<file path="src/rtl/alu_share_arbiter.sv">
// Round-robin arbiter sharing one 32-bit ALU (AND/OR/ADD/SUB/SLT) between NUM_REQ
// requesters, with a single back-pressured result register and usage counters.
module alu_share_arbiter #(
    parameter int NUM_REQ = 4,
    parameter int ID_W    = 2
) (
    input  logic                  clk,
    input  logic                  rst_n,
    input  logic [NUM_REQ-1:0]    req_valid,
    output logic [NUM_REQ-1:0]    req_ready,
    input  logic [NUM_REQ*32-1:0] req_a,
    input  logic [NUM_REQ*32-1:0] req_b,
    input  logic [NUM_REQ*3-1:0]  req_f,
    output logic                  rsp_valid,
    input  logic                  rsp_ready,
    output logic [ID_W-1:0]       rsp_id,
    output logic [31:0]           rsp_y,
    output logic                  rsp_z,
    output logic [31:0]           op_count,
    output logic [31:0]           stall_count
);

    typedef enum logic {
        EMPTY = 1'b0,
        FULL  = 1'b1
    } state_t;

    state_t          r_state;
    state_t          w_state_next;
    logic [ID_W-1:0] r_ptr;
    logic [ID_W-1:0] r_id;
    logic [31:0]     r_y;
    logic            r_z;
    logic [31:0]     r_op_count;
    logic [31:0]     r_stall_count;

    logic            w_found;
    logic [ID_W-1:0] w_gnt;
    logic [ID_W-1:0] w_ptr_next;
    logic            w_can_accept;
    logic            w_accept;
    logic [31:0]     w_a;
    logic [31:0]     w_b;
    logic [31:0]     w_bx;
    logic [31:0]     w_sum;
    logic [31:0]     w_y;
    logic [2:0]      w_f;

    // Search starts at the round-robin pointer and wraps around the requester ring.
    // NOTE: every always_comb output gets a default first so no path can infer a latch.
    always_comb begin
        w_found = 1'b0;
        w_gnt   = '0;
        for (int k = 0; k < NUM_REQ; k++) begin
            if (!w_found && req_valid[(int'(r_ptr) + k) % NUM_REQ]) begin
                w_found = 1'b1;
                w_gnt   = ID_W'((int'(r_ptr) + k) % NUM_REQ);
            end
        end
    end

    assign w_can_accept = (r_state == EMPTY) || rsp_ready;
    // rst_n gates the handshake so nothing looks accepted while reset is held.
    assign w_accept     = rst_n && w_found && w_can_accept;
    assign w_ptr_next   = (int'(w_gnt) == NUM_REQ - 1) ? '0 : w_gnt + 1'b1;

    always_comb begin
        req_ready = '0;
        if (w_accept) begin
            req_ready[w_gnt] = 1'b1;
        end
    end

    assign w_a   = req_a[32*int'(w_gnt) +: 32];
    assign w_b   = req_b[32*int'(w_gnt) +: 32];
    assign w_f   = req_f[3*int'(w_gnt) +: 3];
    assign w_bx  = w_f[2] ? ~w_b : w_b;
    assign w_sum = w_a + w_bx + {31'd0, w_f[2]};

    always_comb begin
        case (w_f[1:0])
            2'b00:   w_y = w_a & w_b;
            2'b01:   w_y = w_a | w_b;
            2'b10:   w_y = w_sum;
            default: w_y = {31'd0, $signed(w_a) < $signed(w_b)};
        endcase
    end

    always_comb begin
        w_state_next = r_state;
        if (w_accept) begin
            w_state_next = FULL;
        end else if ((r_state == FULL) && rsp_ready) begin
            w_state_next = EMPTY;
        end
    end

    // NOTE: sequential state uses non-blocking assignments so all registers update together.
    always_ff @(posedge clk or negedge rst_n) begin
        if (!rst_n) begin
            r_state <= EMPTY;
        end else begin
            r_state <= w_state_next;
        end
    end

    always_ff @(posedge clk or negedge rst_n) begin
        if (!rst_n) begin
            r_ptr         <= '0;
            r_id          <= '0;
            r_y           <= '0;
            r_z           <= 1'b0;
            r_op_count    <= '0;
            r_stall_count <= '0;
        end else begin
            if (w_accept) begin
                r_ptr      <= w_ptr_next;
                r_id       <= w_gnt;
                r_y        <= w_y;
                r_z        <= (w_y == 32'd0);
                r_op_count <= r_op_count + 32'd1;
            end
            if ((|req_valid) && !w_accept) begin
                r_stall_count <= r_stall_count + 32'd1;
            end
        end
    end

    assign rsp_valid   = (r_state == FULL);
    assign rsp_id      = r_id;
    assign rsp_y       = r_y;
    assign rsp_z       = r_z;
    assign op_count    = r_op_count;
    assign stall_count = r_stall_count;

endmodule

</file>
<file path="config.mk">
export PLATFORM = sky130hd
export DESIGN_NAME = alu_share_arbiter
export DESIGN_NICKNAME = d
export VERILOG_FILES = /design/src/rtl/alu_share_arbiter.sv
export SDC_FILE = /design/constraint.sdc
export NUM_CORES = 1
export LEC_CHECK = 0
export ABC_CLOCK_PERIOD_IN_PS = 13400
export BUFFER_PORTS_ARGS = -buffer_cell sky130_fd_sc_hd__buf_2
export CAP_MARGIN = 20
export CORE_AREA = 5 5 182 131
export CTS_BUF_LIST = sky130_fd_sc_hd__clkbuf_4
export CTS_CLUSTER_DIAMETER = 40
export DETAILED_ROUTE_END_ITERATION = 6
export DIE_AREA = 0 0 187 136
export PLACE_DENSITY = 0.79
export SLEW_MARGIN = 30
export SYNTH_ARGS = -nofsm -noshare
export SYNTH_HDL_FRONTEND = slang
export SYNTH_SLANG_ARGS = --single-unit
</file>
<file path="constraint.sdc">
create_clock -name clk -period 13.4 [get_ports clk]
set_clock_uncertainty 0.15 [all_clocks]
set_input_delay 0.67 -clock clk [delete_from_list [all_inputs] [get_ports clk]]
set_output_delay 0.67 -clock clk [all_outputs]
set_load 0.02 [all_outputs]
</file>
### After elaboration in Yosys (flattened, before gate mapping)

Cells that the tools add are included.

| cells by class | value |
|---|---|
| add/sub/neg operators | 8 |
| $mul | 1 |
| magnitude comparators | 7 |
| eq/ne operators | 3 |
| shifts and indexed selects | 3 |
| multiplexer cells | 27 |
| bitwise logic cells | 7 |
| reduce and logical (&&, ||, !) cells | 20 |

Operator list:

| kind | count |
|---|---|
| 128-bit by 8-bit variable part select with 32-bit output | 2 |
| 32-bit case mux with 3 select lines | 1 |
| 32-bit by 1-bit adder with 32-bit output, second input constant | 2 |
| 32-bit by 1-bit adder with 32-bit output | 1 |
| 32-bit adder | 1 |
| 32-bit bitwise AND | 1 |
| 32-bit logical NOT | 1 |
| 32-bit less-than comparator | 1 |
| 32-bit 2-to-1 mux | 1 |
| 32-bit NOT | 1 |
| 32-bit bitwise OR | 1 |
| 1-bit 2-to-1 mux | 14 |
| 3-bit by 4-bit less-than comparator with 1-bit output, second input constant | 3 |
| 12-bit by 5-bit variable part select with 3-bit output | 1 |
| 2-bit 2-to-1 mux | 5 |
| 1-bit binary-select mux with 2-bit select | 4 |
| 1-bit logical AND | 8 |
| 2-bit by 3-bit less-than comparator with 1-bit output, second input constant | 2 |
| 2-bit OR reduction | 3 |
| 2-bit by 1-bit adder with 2-bit output, second input constant | 2 |
| 2-bit adder, second input constant | 2 |
| 2-bit by 1-bit equality test with 1-bit output, second input constant | 2 |
| 1-bit logical NOT | 4 |
| 2-bit by 2-bit multiplier with 4-bit output, first input constant | 1 |
| 10 further kinds | 12 |

| word-level totals | value |
|---|---|
| flip-flop bits (word level) | 102 |
| output and inout port bits | 104 |

### Logic depth before layout (Yosys ltp)

| depth | value |
|---|---|
| depth after elaboration | 21 |
| depth in mapped cells | 26 |
| depth with buffers taken out | 22 |

### Worst setup path after synthesis

OpenSTA, ideal clock, no wires.

| timing | value |
|---|---|
| kind | input port to flip-flop |
| start | input req_valid[3] |
| end | register r_z, in the netlist rsp_z |
| setup time | 0.092 ns |
| arrival | 6.161 ns |
| data required time | 13.158 ns |
| path slack | 6.997 ns |
| cell stages on the path | 23 |
| cells stage by stage | mux2i_1 a221oi_4 buf_6 clkbuf_1 clkbuf_1 buf_1 clkbuf_1 nand2_1 and2_1 ha_1 a21oi_1 o21ai_0 a221o_1 a221o_1 a41oi_1 o22ai_1 a31oi_1 a21oi_1 a31oi_1 xnor2_1 nor2_1 or4bb_1 o31ai_2 |

| on the way | value |
|---|---|
| cells in the longest elaborated chain, start to end | 19 |

Ends and longest elaborated chain:

| element | line | RTL |
|---|---|---|
| start, declared | 9 | `input logic [NUM_REQ-1:0] req_valid,` |
| 1-bit binary-select mux with 2-bit select | 55 | `if (!w_found && req_valid[(int'(r_ptr) + k) % NUM_REQ]) begin` |
| 1-bit 2-to-1 mux (implied by the code) | 55 |  |
| 1-bit 2-to-1 mux | 55 |  |
| 1-bit logical NOT | 55 |  |
| 1-bit logical AND | 55 |  |
| 1-bit 2-to-1 mux | 55 |  |
| 1-bit logical NOT | 55 |  |
| 1-bit logical AND | 55 |  |
| (+3 left out) | -- |  |
| 2-bit 2-to-1 mux | 55 |  |
| 2-bit by 2-bit multiplier with 4-bit output / 128-bit by 8-bit variable part select with 32-bit output (equally long branches) | 76, 75 |  |
| 12-bit by 5-bit variable part select with 3-bit output / 32-bit NOT (equally long branches) | 76, 77 |  |
| 32-bit 2-to-1 mux | 77 | `assign w_bx = w_f[2] ? ~w_b : w_b;` |
| 32-bit adder | 78 | `assign w_sum = w_a + w_bx + {31'd0, w_f[2]};` |
| 32-bit by 1-bit adder with 32-bit output | 78 |  |
| 32-bit case mux with 3 select lines | 81 | `case (w_f[1:0])` |
| 32-bit logical NOT | 120 | `r_z <= (w_y == 32'd0);` |
| end signal, assigned | 120 |  |
| end, declared | 33 | `logic r_z;` |

Parallel ways exist; a longest one is shown, timed or not. The select of a mux whose other input is x is not followed.
A chain may end at the register's enable or synchronous reset.

### Final worst setup path

| timing | value |
|---|---|
| start | register r_ptr[1] |
| end | register r_z, in the netlist rsp_z |

| on the way | value |
|---|---|
| cells in the longest elaborated chain, start to end | 19 |

Ends and longest elaborated chain:

| element | line | RTL |
|---|---|---|
| start, declared | 30 | `logic [ID_W-1:0] r_ptr;` |
| start signal, assigned | 117 | `r_ptr <= w_ptr_next;` |
| 2-bit by 1-bit adder with 2-bit output / 1-bit binary-select mux with 2-bit select (equally long branches) | 55, 57 |  |
| 1-bit binary-select mux with 2-bit select / 1-bit 2-to-1 mux (equally long branches) | 55 |  |
| 1-bit 2-to-1 mux (implied by the code) | 55 |  |
| 1-bit 2-to-1 mux (implied by the code) / 1-bit logical NOT (equally long branches) | 55 |  |
| 1-bit logical AND | 55 |  |
| 1-bit 2-to-1 mux | 55 |  |
| 1-bit logical NOT | 55 |  |
| 1-bit logical AND | 55 |  |
| (+3 left out) | -- |  |
| 2-bit 2-to-1 mux | 55 |  |
| 2-bit by 2-bit multiplier with 4-bit output / 128-bit by 8-bit variable part select with 32-bit output (equally long branches) | 76, 75 |  |
| 12-bit by 5-bit variable part select with 3-bit output / 32-bit NOT (equally long branches) | 76, 77 |  |
| 32-bit 2-to-1 mux | 77 |  |
| 32-bit adder | 78 |  |
| 32-bit by 1-bit adder with 32-bit output | 78 |  |
| 32-bit case mux with 3 select lines | 81 |  |
| 32-bit logical NOT | 120 |  |

Parallel ways exist; a longest one is shown, timed or not. The select of a mux whose other input is x is not followed.

==> run summary <==
register share of total power = 14.4%
cell row count = 46
Crit path max-delay family = compound AO/OA/AOI/OAI gates
hold crit path type = input port to async pin
initial cell density of the core = 48.7%
post-route design area = 13100 um^2
dominant cells by area after synthesis = dfrtp_1, ha_1, mux2i_1
Residual DRC = 0
switch share = 53.4%
Port Buffers = 378
CP cell instances = nor3b_1, a211oi_1, nor2_4, buf_4, buf_4, mux2i_1, nand2_1, and2_1, ha_1, a21oi_1, nor2b_1, o311ai_0, a41oi_1, a221oi_1, o21bai_1, a21oi_1, xnor2_1, a221oi_1, nand2_1, nor4_1, nand4_1, o31ai_2
CP Class = flop to flop
root buf cell = clkbuf_4
Post-CTS Setup Bufs = 0
cts bufs inserted = 9
HPWL after detailed placement = 28300 um
Clock power frac = 6.6%
main flop type after synthesis = dfrtp_1
number of global-route vias before repair = 10200
remaining antenna violation count = 0
Hold Fails Final Rpt = 0
combinational share of power = 79.0%
post-cts resize count = 0
Post-Syn Area = 10800 um^2
Syn Inst Count = 1303
CTS clk-pin slew, worst paths = 0.16 ns
WL final = 34700 um
Post-synth EDFFs = 0
WL per Instance = 17.9 um
Nets = 2054
post-synthesis sequential area ratio = 23.7%
drt pass-1 iters = 5
GRT overflow = 0
syn_area_per_cell = 8.25 um^2
Setup crit start kind = flop
Post-synth ARST share = 100%
initial drt markers = 710
Avg Vias per Cell = 5.47
Area after DPL = 12900 um^2
Pwr Density = 227 nW/um^2
io pins = 379
Worst Tran Pin Value = 0.890 ns
most frequent cells in the layout = buf_2, nand2_1, ha_1
Req. time, crit path = 13.60 ns
# setup viols final = 0
Cell Int Power = 1.38 mW
Final Slew Violations = 0
RSZ-0062 raised after global routing = false
Critical path buffers and inverters = 2
Max Clock Freq = 143 MHz
first-pass GRT wire length = 53900 um
Worst Path Max Fanout = 80
Yosys top cell by area = dfrtp_1
Core Region = 22100 um^2
Slew headroom = 40.6%
# fillers = 2017
status = finished clean
die area = 25400 um^2
#FFs+latches synth = 102
Max Cap Viol = 0
Period Utilization, post-route = 52.0%
CTS Sinks = 102
gpl congestion = 0.973
share of cells above drive strength 1 = 27.6%
Area Overhead vs Synth = 21.7%
CP Capture Type = flop
Clock Latency Late Sink = 0.44 ns
pin count of the biggest net entering global routing = 120
GRT Overall Usage = 26.0%
Max H-tree Level = 3
Arr. time, crit path = 7.18 ns
top cell type's share of synthesized area = 23.7%
CTS tree = built
commonest non-fill, non-tap cell in the layout = buf_2
hold buffers post-CTS = 0
min Tclk post-route = 6.97 ns
Peak VDD IR = 0.116 mV
Die Ht = 136 um
antenna violations before repair = 1
leakage power = 7.03 nW
setup TNS = 0 ns
warnings from Yosys = 0
die width = 187 um
Net Sw Power = 1.58 mW
slowest cell delay on critical path = 0.74 ns
CP max-delay cell = o311ai_0
Net Count, Synth = 1708
vias post-DR = 10600
count of cell types in the netlist = 62
clk buf depth = 2
-- Yosys cell counts, drive strengths merged, types with 22 or more instances --
cell    count
dfrtp     102
and2       30
xnor2      74
ha        129
o21ai      78
xor2       46
a21oi      50
and3       22
inv        87
nor2       63
nand3      35
nand2     217
clkbuf     35
mux2       36
mux2i     110
-- cell type report --
type                       count  area (um^2)  area share [%]
timing repair buffer         388         1980            15.1
inverter                      88          330            2.52
antenna                        1         2.50          0.0191
clock buffer                   9         67.6           0.516
multi-input combinational   1060         7680            58.7
sequential                   102         2550            19.5
tap                          288          360            2.75
clock inverter                 6          111           0.851
-- worst register-to-register path, cell delays in order, from the launching register on --
cell,delay [ns]
dfrtp_1,0.48
nor3b_1,0.20
a211oi_1,0.10
nor2_4,0.09
buf_4,0.65
buf_4,0.75
mux2i_1,0.30
nand2_1,0.08
and2_1,0.24
ha_1,0.38
a21oi_1,0.23
nor2b_1,0.11
o311ai_0,0.74
a41oi_1,0.44
a221oi_1,0.52
o21bai_1,0.12
a21oi_1,0.23
xnor2_1,0.09
a221oi_1,0.37
nand2_1,0.09
nor4_1,0.18
nand4_1,0.15
o31ai_2,0.23
-- stage by stage --
stage,instances,utilization (%),total power [mW],setup slack (ns),hold slack (ns)
finish,1942,59.2,2.97,6.43,0.0331
global route,1942,59.2,3.23,6.01,0.0293
CTS,1941,59.2,2.94,6.56,0.0109
detailed placement,1926,58.4,2.73,6.35,0.308
global placement,1926,58.4,2.68,6.52,0.305
floorplan,1303,-,2.12,7.00,0.224
-- state kept, by name, indices dropped and copies added (netlist names) --
name and flops:
rsp_y 32, rsp_valid 1, rsp_id 2, stall_count 32
op_count 32, r_ptr 2, rsp_z 1
-- logic make-up after synthesis --
kind of cell    count (synthesis)  synth area share (%)
xor+xnor                      120                  9.77
buf+inv                       141                  5.04
mux                           146                  14.2
compound gates                219                  13.1
fa+ha+maj                     130                  15.2
simple gates                  445                  19.0
flops                         102                  23.7
-- power groups by stage --
stage / registers, mW / logic (mW) / clock network [mW]
2_1_floorplan: 0.500 / 1.62 / 0
3_3_place_gp: 0.427 / 2.25 / 0
3_5_place_dp: 0.433 / 2.29 / 0
4_1_cts: 0.427 / 2.31 / 0.204
5_1_grt: 0.436 / 2.58 / 0.214
6_report: 0.428 / 2.34 / 0.197
-- final timing paths --
check / slack (ns) / startpoint / cells past startpoint / end
min in group clk: 0.33 / op_count[31]$_DFFE_PN0P_ / 1 / op_count[31]$_DFFE_PN0P_
min: 0.03 / rst_n / 1 / op_count[14]$_DFFE_PN0P_
max reg2reg: 6.43 / r_ptr[1]$_DFFE_PN0P_ / 22 / rsp_z$_DFFE_PN0P_
max in group asynchronous: 11.81 / rst_n / 2 / rsp_y[5]$_DFFE_PN0P_
min reg2reg: 0.33 / op_count[31]$_DFFE_PN0P_ / 1 / op_count[31]$_DFFE_PN0P_
max: 6.43 / r_ptr[1]$_DFFE_PN0P_ / 22 / rsp_z$_DFFE_PN0P_
-- layer usage --
layer / wire [um] / global-route usage, %
met4: 639 / 5.30
met5: 0 / 0
met2: 15900 / 42.9
met1: 15500 / 36.0
met3: 2770 / 4.62
No activity file was read; power rests on OpenSTA's default activity.
